--- config.mk ---
export PLATFORM = sky130hd
export DESIGN_NAME = shadow_hist_ring
export DESIGN_NICKNAME = d
export VERILOG_FILES = /design/src/rtl/shadow_hist_ring.sv
export SDC_FILE = /design/constraint.sdc
export NUM_CORES = 1
export LEC_CHECK = 0
export BUFFER_PORTS_ARGS = -buffer_cell sky130_fd_sc_hd__buf_2
export CORE_UTILIZATION = 50
export CTS_BUF_LIST = sky130_fd_sc_hd__clkbuf_4 sky130_fd_sc_hd__clkbuf_8 sky130_fd_sc_hd__clkbuf_16
export CTS_CLUSTER_SIZE = 20
export DETAILED_ROUTE_END_ITERATION = 10
export MAX_ROUTING_LAYER = met4
export PLACE_DENSITY = 0.67
export SETUP_SLACK_MARGIN = 0.5
export SLEW_MARGIN = 20
export SYNTH_ARGS = -nofsm -noshare
export SYNTH_HDL_FRONTEND = slang
export SYNTH_SLANG_ARGS = --single-unit
--- constraint.sdc ---
create_clock -name clk -period 1.5 [get_ports clk]
set_input_delay 0.15 -clock clk [delete_from_list [all_inputs] [get_ports clk]]
set_output_delay 0.15 -clock clk [all_outputs]
set_load 0.01 [all_outputs]
--- src/rtl/shadow_hist_ring.sv ---
// History ring storage: simple dual-port RAM, one write port and a
// registered read port (read port register cleared by reset only).
module shadow_hist_ring #(
  parameter  int unsigned DEPTH = 16,
  parameter  int unsigned WIDTH = 50,
  localparam int unsigned AW    = $clog2(DEPTH)
) (
  input  logic             clk,
  input  logic             reset,
  input  logic             wr_en,
  input  logic [AW-1:0]    wr_addr,
  input  logic [WIDTH-1:0] wr_data,
  input  logic [AW-1:0]    rd_addr,
  output logic [WIDTH-1:0] rd_data
);
  logic [WIDTH-1:0] mem [DEPTH];

  always_ff @(posedge clk) begin
    if (wr_en) mem[wr_addr] <= wr_data;
  end

  always_ff @(posedge clk or posedge reset) begin
    if (reset) rd_data <= '0;
    else       rd_data <= mem[rd_addr];
  end
endmodule

# After elaboration in Yosys (flattened, before gate mapping)
# Memory sizes are Yosys's and may differ from the RTL's. A register that Yosys moved wholly into a read port is not among the register bits.
# Cells that the tools add are included.
# Widths: inputs -> output; s select.
# classes
muxes	2
# op_table
op	n
$mux 1	2
# totals
register_bits	0
ramBits	800
input_bits	61
output_inout_bits	50
word_cells	3
n_memories	1
# memory_table
memory	words	width	read_ports	rd_clocked_by_memory_dff	wr	line	text
mem	16	50	1	1	1	16	logic [WIDTH-1:0] mem [DEPTH];

# Logic depth before layout (Yosys ltp)
# logic_depth
word_depth	2
mapped_depth	5
mapped_depth_nobuf	3

# Least setup slack after synthesis
# Ideal clock, no wire load.
# synth_path
path_kind	input to register
start	input port wr_addr[2]
end	memory mem[0][0] (enable)
setup_ps	520
arrival_ps	4075
slack_ps	-3095
cell_stages	2
path_buffers	0
cell_sequence	or3b_2 -> nor3_1
# synth_rtl
item	line	text
start, declared	11	input logic [AW-1:0] wr_addr,
end, declared	16	
# No word-level cell before the write port.

# Worst setup path after layout
# layout_path
start	register rd_data[21], read port of mem
end	output port rd_data[21]
# layout_rtl
item	line	text
start, declared	14	output logic [WIDTH-1:0] rd_data
# No word-level cell between the ends.

==> metrics.txt <==
outcome completed; hold path depth 4; share of layout cells above drive strength 1 41.52%; final slew viol count 0; Final setup violation count 0; number of synthesized flops with an enable pin 800; Root Driver clkbuf_16; largest net degree at the start of global routing 51; Buf+Inv Stages, Crit Path 1; CTS tree built; combinational power share 6.0%; most common flop cell mapped by yosys edfxtp_1; number of I/O port buffers 110; Mapped Avg Cell Area 24.07 µm²; Die Area 63,340 µm²; first-pass GRT wire length 100.5 mm; mapped cell area 31,170 µm²; most frequent cell after synthesis edfxtp_1; DIE HEIGHT 251.7 µm; period utilisation layout 91.26%; top cells by area, synth edfxtp_1 (77%), mux4_2 (14%), dfrtp_1 (4.0%); peak per-stage delay on the critical path 0.47 ns; non-filler cells, final ~2,500; cts bufs inserted 82; crit-path max FO 1; slew margin rel. just under 70%; CP startpoint kind flop; Hold Crit Class input port to flop; top post-synthesis cells by count edfxtp_1 (800), mux4_2 (200), a22oi_1 (100), nand2_1 (51), dfrtp_1 (50); worst skew pair latency 0.62 ns; CP delay by family, top flip-flops; Leak between 10 and 15 nW; flops & latches, synth 850; GP Congestion 0.7683; # IOs ~110; NetSw 10.35 mW; initial antenna violation count 6; clk slew on worst S/H paths approximately 0.06 ns; CP Data Arrival Time between 1 and 1.5 ns; fin util 62.41%; Peak Freq ~0.73 GHz; remaining antenna violation count 0; placed cell count 2,305; CP endpoint kind primary output; cell-internal power 39.98 mW; max-cap violations 0; Die Wd 251.7 µm; library cells used by synthesis 18; post-synth top area cell edfxtp_1; Final Hold Viols 0; core area around 62,000 µm²; Reg2Reg Depth 3; nets between 1,500 and 2,000; Routed WL 67.70 mm; Initial Util about half; Mapped Cells ~1,300; critical path's slowest cell dfrtp_2; num rows 91; Clock Sink Count 850; DR iter-0 viols 1,261; RSZ-0062 raised after global routing yes; clk buf depth 3; hpwl dp 38.61 mm; vias per cell 5.837; FFs w/ async S/R, synth under 10%; Post-Route Setup TNS 0 ns; Area Growth Syn to Fin 23.34%; Clock Power Share 40.9%; Design Power approximately 50 mW; Req. time, crit path 1.35 ns; H-tree depth 3; DRC violations left 0; switch share 20.56%; Slew @ Worst Pin ~0.47 ns; critical path depth 1; drt first pass iters 5; VDD IR max 0.0008626 V; part of the power in registers 53.1%; grt total ovfl 0; skew final between 0.01 and 0.015 ns; critical path type flop to primary output; Cell Area, Placed around 35,000 µm²; post-synthesis sequential area ratio 81.09%; Yosys top cell area share 77.08%; design area just under 40,000 µm²; Tmin final around 1.4 ns; Ys Warns 0; Synth Net Count 1,356; power density cells around 1300 nW/µm²; per-cell routed wire length 26.89 µm; Cell Chain, Critical Path buf_6; vias in the first global route 15,440; Total GRT Usage 22.77%; via count 14,700
metrics by stage:
step / hold WS, ns / setup WS [ns]
finish: 0.07018 / 0.1311
global route: 0.08532 / 0.08690
CTS: 0.05330 / 0.1023
detailed placement: 0.2781 / -0.1775
global placement: 0.2834 / -0.1826
floorplan: 0.2489 / -0.7859
flip-flops by register name, indices dropped and copies added, names as in the netlist:
register	count
rd_data	50
mem	800
routing by layer:
metal,routed length (µm),global-route usage (%),vias to the layer above
met5,0,-,-
met4,1119,6.080,0
met3,4553,4.065,86
met2,32830,34.70,520
met1,29200,32.18,7910
li1,-,-,6182
cell usage in the layout, fill, tap and decap left out, types with 45 or more instances in the layout:
cell type,count
edfxtp_1,800
mux4_2,200
buf_2,96
clkbuf_16,84
buf_12,81
a22oi_2,77
dlygate4sd3_1,51
dfrtp_1,49
buf_4,48
nand2_1,45
what timing repair did:
action                     in CTS  in global routing
hold buffers                   51                  0
hold endpoints to repair      850                  0
pin swaps                      29                  5
buffers inserted                0                  2
resized for setup              68                 31
setup endpoints to repair     100                105
gates cloned                    0                  1
cell families after synthesis:
| logic type | Yosys count | synth area share (%) |
|---|---|---|
| AOI/OAI and AO/OA | 100 | 2.409 |
| muxes | 200 | 14.45 |
| buffers and inverters | 68 | 1.020 |
| and+or+nand+nor | 77 | 1.028 |
| DFF | 850 | 81.09 |
cell type report:
cell class	instances	area (µm²)
inverter	1	3.754
tap	837	1047
antenna	7	17.52
clock inverter	40	389.1
timing repair buffer	294	3212
sequential	850	25280
multi-input combinational	377	6165
clock buffer	112	2332
fill	4032	23160
power groups by stage:
stage / Clock, mW / Combinational [mW] / Sequential (mW)
floorplan: 0 / 1.42 / 27.3
detailed placement: 0 / 2.73 / 27.2
global route: 21.8 / 3.21 / 26.8
CTS: 20.9 / 2.98 / 26.8
global placement: 0 / 2.67 / 27.2
finish: 20.6 / 3.01 / 26.7
final timing paths:
| path | start | endpoint | slack [ns] |
|---|---|---|---|
| worst max-delay path | rd_data[21]$_DFF_PP0_ | rd_data[21] | 0.13 |
| max in group asynchronous | reset | rd_data[21]$_DFF_PP0_ | 0.94 |
| min in group asynchronous | reset | rd_data[28]$_DFF_PP0_ | 0.18 |
| worst min register to register | mem[7][43]$_DFFE_PP_ | rd_data[43]$_DFF_PP0_ | 0.67 |
| worst max register to register | mem[10][25]$_DFFE_PP_ | rd_data[25]$_DFF_PP0_ | 0.20 |
| worst min-delay path | rd_addr[2] | rd_data[37]$_DFF_PP0_ | 0.07 |
Note: power is estimated with default switching activity, not from simulation.
